===== config.mk =====
export PLATFORM = sky130hd
export DESIGN_NAME = nap_protocol_sequencer
export DESIGN_NICKNAME = d
export VERILOG_FILES = /design/src/rtl/nap_protocol_sequencer.sv
export SDC_FILE = /design/constraint.sdc
export NUM_CORES = 1
export LEC_CHECK = 0
export ABC_AREA = 1
export CORE_UTILIZATION = 40
export CTS_BUF_LIST = sky130_fd_sc_hd__clkbuf_8
export DETAILED_ROUTE_END_ITERATION = 8
export PLACE_DENSITY = 0.58
export REMOVE_ABC_BUFFERS = 1
export SYNTH_ARGS = -nofsm -noshare
export SYNTH_HDL_FRONTEND = slang
export SYNTH_SLANG_ARGS = --single-unit

===== constraint.sdc =====
create_clock -name clk -period 2.6 [get_ports clk]
set_clock_uncertainty 0.15 [all_clocks]
set_input_delay 0.39 -clock clk [delete_from_list [all_inputs] [get_ports clk]]
set_output_delay 0.39 -clock clk [all_outputs]
set_load 0.03 [all_outputs]

===== src/rtl/nap_protocol_sequencer.sv =====
// nap_protocol_sequencer: timed extraction-protocol controller for the five-lane reactor array.
// Ports: start/abort/pause control in; busy/done/aborted/step status out; ten valve lines and
//   three peristaltic pump lines out. Outputs are registered: one cycle from input to output.
// Lines are active-low (1 = pressurised = closed). No backpressure on the control interface.
// Optional build macro: SEQ_PAUSE_EN (pause input freezes the sequencer when defined).
module nap_protocol_sequencer #(
  parameter int CNT_W       = 16,
  parameter int LOAD_CYC    = 200,
  parameter int MIX_CYC     = 1000,
  parameter int TRAP_CYC    = 400,
  parameter int WASH_CYC    = 300,
  parameter int WASH_REPS   = 3,
  parameter int ELUTE_CYC   = 300,
  parameter int COLLECT_CYC = 200,
  parameter int PUMP_DIV    = 4
) (
  input  logic       clk,
  input  logic       rst,
  input  logic       start,
  input  logic       abort,
  input  logic       pause,
  output logic       busy,
  output logic       done,
  output logic       aborted,
  output logic [2:0] step,
  output logic       lysis_ctl,
  output logic       wash_in_ctl,
  output logic       elute_ctl,
  output logic       vertical_ctl,
  output logic       horiz_ctl,
  output logic       loop_exit_ctl,
  output logic       bead_vtl_ctl,
  output logic       bead_trap_ctl,
  output logic       collection_ctl,
  output logic       waste_ctl,
  output logic       pump1,
  output logic       pump2,
  output logic       pump3
);

  typedef enum logic [2:0] {
    S_IDLE = 3'd0, S_LOAD = 3'd1, S_MIX = 3'd2, S_TRAP = 3'd3,
    S_WASH = 3'd4, S_ELUTE = 3'd5, S_COLLECT = 3'd6, S_END = 3'd7
  } state_t;

  // A zero-length step would never expire, so zero is promoted to one cycle.
  localparam logic [CNT_W-1:0] LOAD_LAST    = CNT_W'(((LOAD_CYC    == 0) ? 1 : LOAD_CYC)    - 1);
  localparam logic [CNT_W-1:0] MIX_LAST     = CNT_W'(((MIX_CYC     == 0) ? 1 : MIX_CYC)     - 1);
  localparam logic [CNT_W-1:0] TRAP_LAST    = CNT_W'(((TRAP_CYC    == 0) ? 1 : TRAP_CYC)    - 1);
  localparam logic [CNT_W-1:0] WASH_LAST    = CNT_W'(((WASH_CYC    == 0) ? 1 : WASH_CYC)    - 1);
  localparam logic [CNT_W-1:0] ELUTE_LAST   = CNT_W'(((ELUTE_CYC   == 0) ? 1 : ELUTE_CYC)   - 1);
  localparam logic [CNT_W-1:0] COLLECT_LAST = CNT_W'(((COLLECT_CYC == 0) ? 1 : COLLECT_CYC) - 1);
  localparam logic [CNT_W-1:0] PDIV_LAST    = CNT_W'(((PUMP_DIV    == 0) ? 1 : PUMP_DIV)    - 1);
  localparam logic [3:0]       REPS_N       = 4'((WASH_REPS == 0) ? 1 : WASH_REPS);

  // Valve vector order: lysis, wash_in, elute, vertical, horiz, loop_exit, bead_vtl, bead_trap,
  // collection, waste. A 0 bit opens that valve.
  function automatic logic [9:0] valves_for(input state_t s);
    case (s)
      S_LOAD:    valves_for = 10'b0110111111;
      S_MIX:     valves_for = 10'b1111011111;
      S_TRAP:    valves_for = 10'b1111101010;
      S_WASH:    valves_for = 10'b1010101010;
      S_ELUTE:   valves_for = 10'b1100101011;
      S_COLLECT: valves_for = 10'b1111101001;
      default:   valves_for = 10'b1111111111;
    endcase
  endfunction

  function automatic logic is_pump(input state_t s);
    return (s >= S_MIX) && (s <= S_COLLECT);
  endfunction

  // Six-phase peristaltic pattern {pump1,pump2,pump3}.
  function automatic logic [2:0] pump_pat(input logic [2:0] ph);
    case (ph)
      3'd0:    pump_pat = 3'b100;
      3'd1:    pump_pat = 3'b110;
      3'd2:    pump_pat = 3'b010;
      3'd3:    pump_pat = 3'b011;
      3'd4:    pump_pat = 3'b001;
      default: pump_pat = 3'b101;
    endcase
  endfunction

  state_t           state_q, state_d;
  logic [CNT_W-1:0] timer_q, timer_d, pdiv_q, pdiv_d, step_last;
  logic [3:0]       wash_q, wash_d;
  logic [2:0]       phase_q, phase_d, pump_q, pump_d;
  logic [9:0]       valve_q, valve_d;
  logic             busy_q, busy_d, done_q, done_d, aborted_q, aborted_d;
  logic             active, hold;

  assign active = (state_q != S_IDLE) && (state_q != S_END);

`ifdef SEQ_PAUSE_EN
  // Abort takes precedence over pause so a frozen run can still be abandoned.
  assign hold = pause && active && !abort;
`else
  logic unused_pause;
  assign unused_pause = pause;
  assign hold = 1'b0;
`endif

  always_comb begin
    case (state_q)
      S_MIX:     step_last = MIX_LAST;
      S_TRAP:    step_last = TRAP_LAST;
      S_WASH:    step_last = WASH_LAST;
      S_ELUTE:   step_last = ELUTE_LAST;
      S_COLLECT: step_last = COLLECT_LAST;
      default:   step_last = LOAD_LAST;
    endcase
  end

  always_comb begin
    state_d   = state_q;
    timer_d   = timer_q;
    wash_d    = wash_q;
    pdiv_d    = pdiv_q;
    phase_d   = phase_q;
    done_d    = 1'b0;
    aborted_d = 1'b0;

    if (active && abort) begin
      state_d   = S_END;
      timer_d   = '0;
      aborted_d = 1'b1;
    end else if (!hold) begin
      case (state_q)
        S_IDLE: if (start) begin
          state_d = S_LOAD;
          timer_d = '0;
          wash_d  = '0;
        end
        S_END: state_d = S_IDLE;
        default: begin
          if (timer_q == step_last) begin
            timer_d = '0;
            case (state_q)
              S_LOAD:  state_d = S_MIX;
              S_MIX:   state_d = S_TRAP;
              S_TRAP:  state_d = S_WASH;
              S_WASH: begin
                // Staying in WASH keeps the same valve pattern, so passes join without a glitch.
                wash_d = wash_q + 4'd1;
                if (wash_d >= REPS_N) state_d = S_ELUTE;
              end
              S_ELUTE: state_d = S_COLLECT;
              default: begin
                state_d = S_END;
                done_d  = 1'b1;
              end
            endcase
          end else begin
            timer_d = timer_q + CNT_W'(1);
          end
        end
      endcase
    end

    // Pump phase restarts on MIX entry and free-runs through the later pumping states.
    if (state_d == S_MIX && state_q != S_MIX) begin
      phase_d = '0;
      pdiv_d  = '0;
    end else if (!hold && is_pump(state_q) && is_pump(state_d)) begin
      if (pdiv_q == PDIV_LAST) begin
        pdiv_d  = '0;
        phase_d = (phase_q == 3'd5) ? 3'd0 : phase_q + 3'd1;
      end else begin
        pdiv_d = pdiv_q + CNT_W'(1);
      end
    end

    valve_d = valves_for(state_d);
    pump_d  = is_pump(state_d) ? pump_pat(phase_d) : 3'b111;
    busy_d  = (state_d != S_IDLE);
  end

  always_ff @(posedge clk) begin
    if (rst) begin
      state_q   <= S_IDLE;
      timer_q   <= '0;
      wash_q    <= '0;
      pdiv_q    <= '0;
      phase_q   <= '0;
      valve_q   <= '1;
      pump_q    <= 3'b111;
      busy_q    <= 1'b0;
      done_q    <= 1'b0;
      aborted_q <= 1'b0;
    end else begin
      state_q   <= state_d;
      timer_q   <= timer_d;
      wash_q    <= wash_d;
      pdiv_q    <= pdiv_d;
      phase_q   <= phase_d;
      valve_q   <= valve_d;
      pump_q    <= pump_d;
      busy_q    <= busy_d;
      done_q    <= done_d;
      aborted_q <= aborted_d;
    end
  end

  assign step    = state_q;
  assign busy    = busy_q;
  assign done    = done_q;
  assign aborted = aborted_q;
  assign {lysis_ctl, wash_in_ctl, elute_ctl, vertical_ctl, horiz_ctl,
          loop_exit_ctl, bead_vtl_ctl, bead_trap_ctl, collection_ctl, waste_ctl} = valve_q;
  assign {pump1, pump2, pump3} = pump_q;

endmodule


== After elaboration in Yosys (flattened, before gate mapping) ==
Cells that the tools add are included.
W data, S select, Z words.
Operators by class
  $add $sub $neg: 4
  order comparisons: 5
  equality and inequality tests: 22
  mux-type cells: 23
  bitwise operators: 4
  reduce and logical (&&, ||, !) cells: 20
Operators with widths (number)
  $pmux W10 S6: 1
  $mux W16: 3
  $add A16 B1 Y16 const B: 2
  $pmux W16 S2: 1
  $pmux W10 S3: 1
  $pmux W3 S5: 2
  $eq A3 B3 Y1 const B: 8
  $mux W3: 8
  $eq A3 B2 Y1 const B: 6
  $eq A16 B16 Y1: 1
  $eq A16 B2 Y1 const B: 1
  $mux W4: 3
  $reduce_or A5 Y1: 2
  $eq A3 B1 Y1 const B: 3
  $pmux W4 S2: 1
  $reduce_or A2 Y1: 4
  $ge A3 B2 Y1 const B: 2
  $le A3 B3 Y1 const B: 2
  $logic_and A1 B1 Y1: 6
  $logic_not A3 Y1: 2
  $pmux W3 S2: 1
  $reduce_bool A3 Y1: 2
  $reduce_and A5 Y1: 1
  $add A4 B1 Y4 const B: 1
  other kinds (9): 14
Word-level totals
  flip-flop bits (word level): 58
  input bits: 5
  output and inout bits: 19

== Depth between registers and ports, before layout ==
  word-level depth: 14
  depth in mapped cells: 21
  mapped depth without buffers: 20

== Least setup slack after synthesis ==
OpenSTA, ideal clock, no wires.
  path type: flip-flop to flip-flop
  from: register state_q[1] (netlist: step[1])
  to: register pump_q[2]
  data arrival time: 2.128 ns
  required time: 2.333 ns
  path slack: 0.205 ns
  cell stages (with the launch flop): 20
  cells stage by stage: dfxtp_1 > buf_6 > nand2_2 > nand2_4 > nand2_2 > nand3_1 > nand2_1 > nor2_2 > nand2_2 > nand2_2 > nand3_2 > nand2_4 > nand3_4 > nand2_4 > buf_6 > nand2_1 > nand3_1 > nand2_1 > nand2_1 > nand2_1
Between the ends
  longest elaborated chain between the ends: 14
  elaborated cells on any way between the ends: 40
  classes of those cells: 4 x order compare; 14 x eq/ne; 10 x mux; 1 x bitwise; 11 x reduce/logical
RTL lines
  start: declaration: line 86  | state_t state_q, state_d;
  start signal: assignment: line 193  | state_q <= state_d;
  $eq A3 B3 Y1: line 106, 140
  $reduce_or A2 Y1 (no line)
  $pmux W10 S3: line 106  | case (state_q)
  $eq A16 B16 Y1: line 138  | if (timer_q == step_last) begin
  $mux W3: line 138
  $pmux W3 S2: line 130  | case (state_q)
  $mux W3: line 125  | if (active && abort) begin
  $ge A3 B2 Y1 or $le A3 B3 Y1 (tied branches): line 71  | return (s >= S_MIX) && (s <= S_COLLECT);
  $logic_and A1 B1 Y1: line 71
  $logic_and A1 B1 Y1: line 166  | end else if (!hold && is_pump(state_q) && is_pump(state_d)) begin
  $mux W3: line 166
  $mux W3: line 163  | if (state_d == S_MIX && state_q != S_MIX) begin
  $eq A3 B3 Y1 (tied with other cells): line 76  | case (ph)
  $pmux W3 S5: line 76
  end signal: assignment: line 199  | pump_q <= pump_d;
  end: declaration: line 89  | logic [2:0] phase_q, phase_d, pump_q, pump_d;
Parallel ways exist; a longest one is shown, timed or not.
A chain may end at the register's enable or synchronous reset.

== Worst setup path after layout ==
  from: register timer_q[1]
  to: register pump_q[2]
Between the ends
  longest elaborated chain between the ends: 11
  elaborated cells on any way between the ends: 20
  classes of those cells: 2 x order compare; 6 x eq/ne; 6 x mux; 1 x bitwise; 5 x reduce/logical
RTL lines
  start: declaration: line 87  | logic [CNT_W-1:0] timer_q, timer_d, pdiv_q, pdiv_d, step_last;
  start signal: assignment: line 194  | timer_q <= timer_d;
  $eq A16 B16 Y1 *: line 138
  $mux W3 *: line 138
  $pmux W3 S2 *: line 130
  $mux W3 *: line 125
  $ge A3 B2 Y1 or $le A3 B3 Y1 (tied branches): line 71
  $logic_and A1 B1 Y1: line 71
  $logic_and A1 B1 Y1: line 166
  $mux W3: line 166
  $mux W3: line 163
  $eq A3 B3 Y1 (tied with other cells): line 76
  $pmux W3 S5: line 76
Mark *: on every way between the ends. The rest lies on a longest branch, timed or not.

==> metrics.yaml <==
p_leak_nw: 1.43
antenna_found_initial: 0
ir_drop_uv: 313
syn_area_per_cell_um2: 6.87
critical_path_required_ns: 2.68
io-pin-count: 24
rsz0062_at_grt: "true"
grt_usage: 0.181
routed_wirelength_um: 7050
via_per_inst: 4.99
utilization: 0.497
placed_cell_area_mm2: 0.00342
synth-seq-area-share: 0.366
ant_nets: 0
grt-ovfl-total: 0
clock-root-buffer: "clkbuf_8"
finalSetupTns_ns: 0
path_max_fanout: 7
drt_iter0_drc: 126
yosysUniqueCellTypes: 38
grt_pass1_wl_um: 11300
slew_viol_final: 0
core_mm2: 0.00733
wl_per_cell_um: 12.1
crit_slowest_cell: "dfxtp_2"
cts_max_level: 2
die_h_um: 89.5
drt_pass1_iterations: 4
grt_pass1_vias: 2475
clk_latency_ns: 0.32
io_buffers: 21
crit_chain: "ha_2, nand3_1, nor2_2, nand3_1, nor2_2, nand2_2, nand2_4, nand2_2, nand2_4, nand2_4, nand3_4, nand2_8, nand2_1, nand3_1, a21oi_2, nand2_1"
syn_inst: 446
hold_viol_final: 0
syn_to_final_growth_pct: 18.9
min_path_type: "reg2reg"
min_period_over_period: 0.936
die-area_mm2: 0.00802
fmax_mhz: 411
crit_type: "reg2reg"
ys_seq_elements: 56
nets: 493
antenna_cells: 0
cellPowerDensity_mw_per_mm2: 595
clk_path_buf_depth: 2
initial_utilization: 0.418
arrival_ns: 2.51
outcome: "finished, final reports clean"
cts-buffers-inserted: 5
grt_max_degree: 20
drive_gt1_frac: 0.163
setup_viol: 0
worst_setup_path_end_kind: "flip-flop"
clock_sinks: 56
num_rows: 31
cts_hold_buf: 0
vias: 2914
clk_pin_slew_ns: 0.11
yosysWarningCount: 0
gp_congestion: 0.835
drc: 0
final_area_mm2: 0.00364
slowest_delay_ns: 0.36
synth_area_mm2: 0.00307
die_w_um: 89.5
cts_tree: "done"
dpl.hpwl_um: 5280
fin_crit_ns: 2.43
cap_viol_max_count: 0
crit_path_start_kind: "flip-flop"
critical path: cells and delay by family (launching register included):
family | cells | cell delay, ns
flip-flops | 1 | 0.36
AO/OA/AOI/OAI | 1 | 0.19
adder cells (fa/ha/maj) | 1 | 0.20
AND/OR/NAND/NOR | 14 | 1.44
layout by cell type, fill, tap and decap left out, types with 2 or more instances in the layout:
| cell | instances |
|---|---|
| nand3_4 | 3 |
| clkbuf_8 | 5 |
| a21oi_2 | 5 |
| inv_2 | 3 |
| nor3_1 | 15 |
| nand4_1 | 13 |
| a211oi_1 | 2 |
| inv_1 | 59 |
| o21ai_2 | 5 |
| nand3_2 | 2 |
| clkdlybuf4s50_1 | 21 |
| inv_4 | 2 |
| dfxtp_2 | 7 |
| nand2_2 | 9 |
| ha_1 | 3 |
| nand3_1 | 34 |
| a21oi_1 | 18 |
| nand2_1 | 87 |
| nor4_1 | 5 |
| nor2_2 | 5 |
| o21ai_1 | 2 |
| buf_4 | 17 |
| nor2_1 | 67 |
| xor2_1 | 10 |
| nand2_4 | 5 |
| o21ai_0 | 13 |
| dfxtp_1 | 49 |
where the power goes:
part	leakage, nW	internal, mW	switching [mW]
registers	0.458	0.919	0.0398
logic	0.927	0.250	0.448
clock network	0.0463	0.199	0.314
total	1.43	1.37	0.801
kinds of logic after synthesis:
| kind of cell | Yosys count | synth area share |
|---|---|---|
| simple gates | 251 | 0.384 |
| buf+inv | 74 | 0.104 |
| other cells | 1 | 0.00122 |
| mux | 1 | 0.00367 |
| compound gates | 48 | 0.0939 |
| flops | 56 | 0.366 |
| xor+xnor | 11 | 0.0314 |
| fa+ha+maj | 4 | 0.0163 |
final cells by class:
class / instances / area (um^2)
Timing Repair Buffer: 40 / 369
Inverter: 65 / 249
Sequential cell: 56 / 1130
Multi-Input combinational cell: 316 / 1680
Clock buffer: 5 / 68.8
Fill cell: 746 / 3690
Tap cell: 99 / 124
Clock inverter: 3 / 27.5
routing by layer:
metal / vias up / part of all wire / track usage
met5: - / 0 / 0
met4: 0 / 0.013 / 0.0606
met3: 11 / 0.038 / 0.0342
met2: 57 / 0.45 / 0.286
met1: 1342 / 0.50 / 0.248
li1: 1504 / - / -
cells in the mapped netlist (all sizes together):
| cell | n | share of area |
|---|---|---|
| conb | 1 | 0.0012 |
| nand4 | 13 | 0.027 |
| nor3 | 16 | 0.028 |
| or2 | 2 | 0.0041 |
| ha | 4 | 0.016 |
| buf | 6 | 0.020 |
| clkbuf | 3 | 0.0037 |
| o21ai | 20 | 0.039 |
| o31ai | 1 | 0.0024 |
| clkinv | 1 | 0.0012 |
| a21oi | 23 | 0.042 |
| nand2 | 102 | 0.15 |
| inv | 64 | 0.079 |
| nor2 | 73 | 0.094 |
| o21a | 1 | 0.0024 |
| mux2 | 1 | 0.0037 |
| nor3b | 1 | 0.0024 |
| nand3 | 39 | 0.073 |
| xnor2 | 1 | 0.0029 |
| a211oi | 2 | 0.0049 |
| a221oi | 1 | 0.0029 |
| nor4 | 5 | 0.010 |
| dfxtp | 56 | 0.37 |
| xor2 | 10 | 0.029 |
state kept, by name, indices dropped and copies added, names as in the netlist:
| name | cells |
|---|---|
| pump_q | 3 |
| pdiv_q | 16 |
| step | 3 |
| done | 1 |
| valve_q | 8 |
| wash_q | 4 |
| busy | 1 |
| timer_q | 16 |
| aborted | 1 |
| phase_q | 3 |
worst paths after layout:
path          startpoint  slack [ns]  cells after the start          end
min          timer_q[14]        0.32                      2  timer_q[14]
min reg2reg  timer_q[14]        0.32                      2  timer_q[14]
max reg2reg   timer_q[1]        0.17                     16    pump_q[2]
max           timer_q[1]        0.17                     16    pump_q[2]
what timing repair did:
item / CTS / global route
gates resized for setup: 0 / 19
setup buffers: 0 / 8
endpoints found under the setup margin: 0 / 18
per-stage QoR:
step                      hold slack [ns]  setup slack [ns]  cells  total power [mW]
after floorplan                     0.286            0.0372    437              1.41
after global placement              0.295             0.154    568              1.62
after detailed placement            0.302             0.114    568              1.63
after CTS                           0.317            0.0981    576              2.15
after global routing                0.331           -0.0401    584              2.31
final                               0.316             0.166    584              2.17
(Power assumes the default switching activity.)
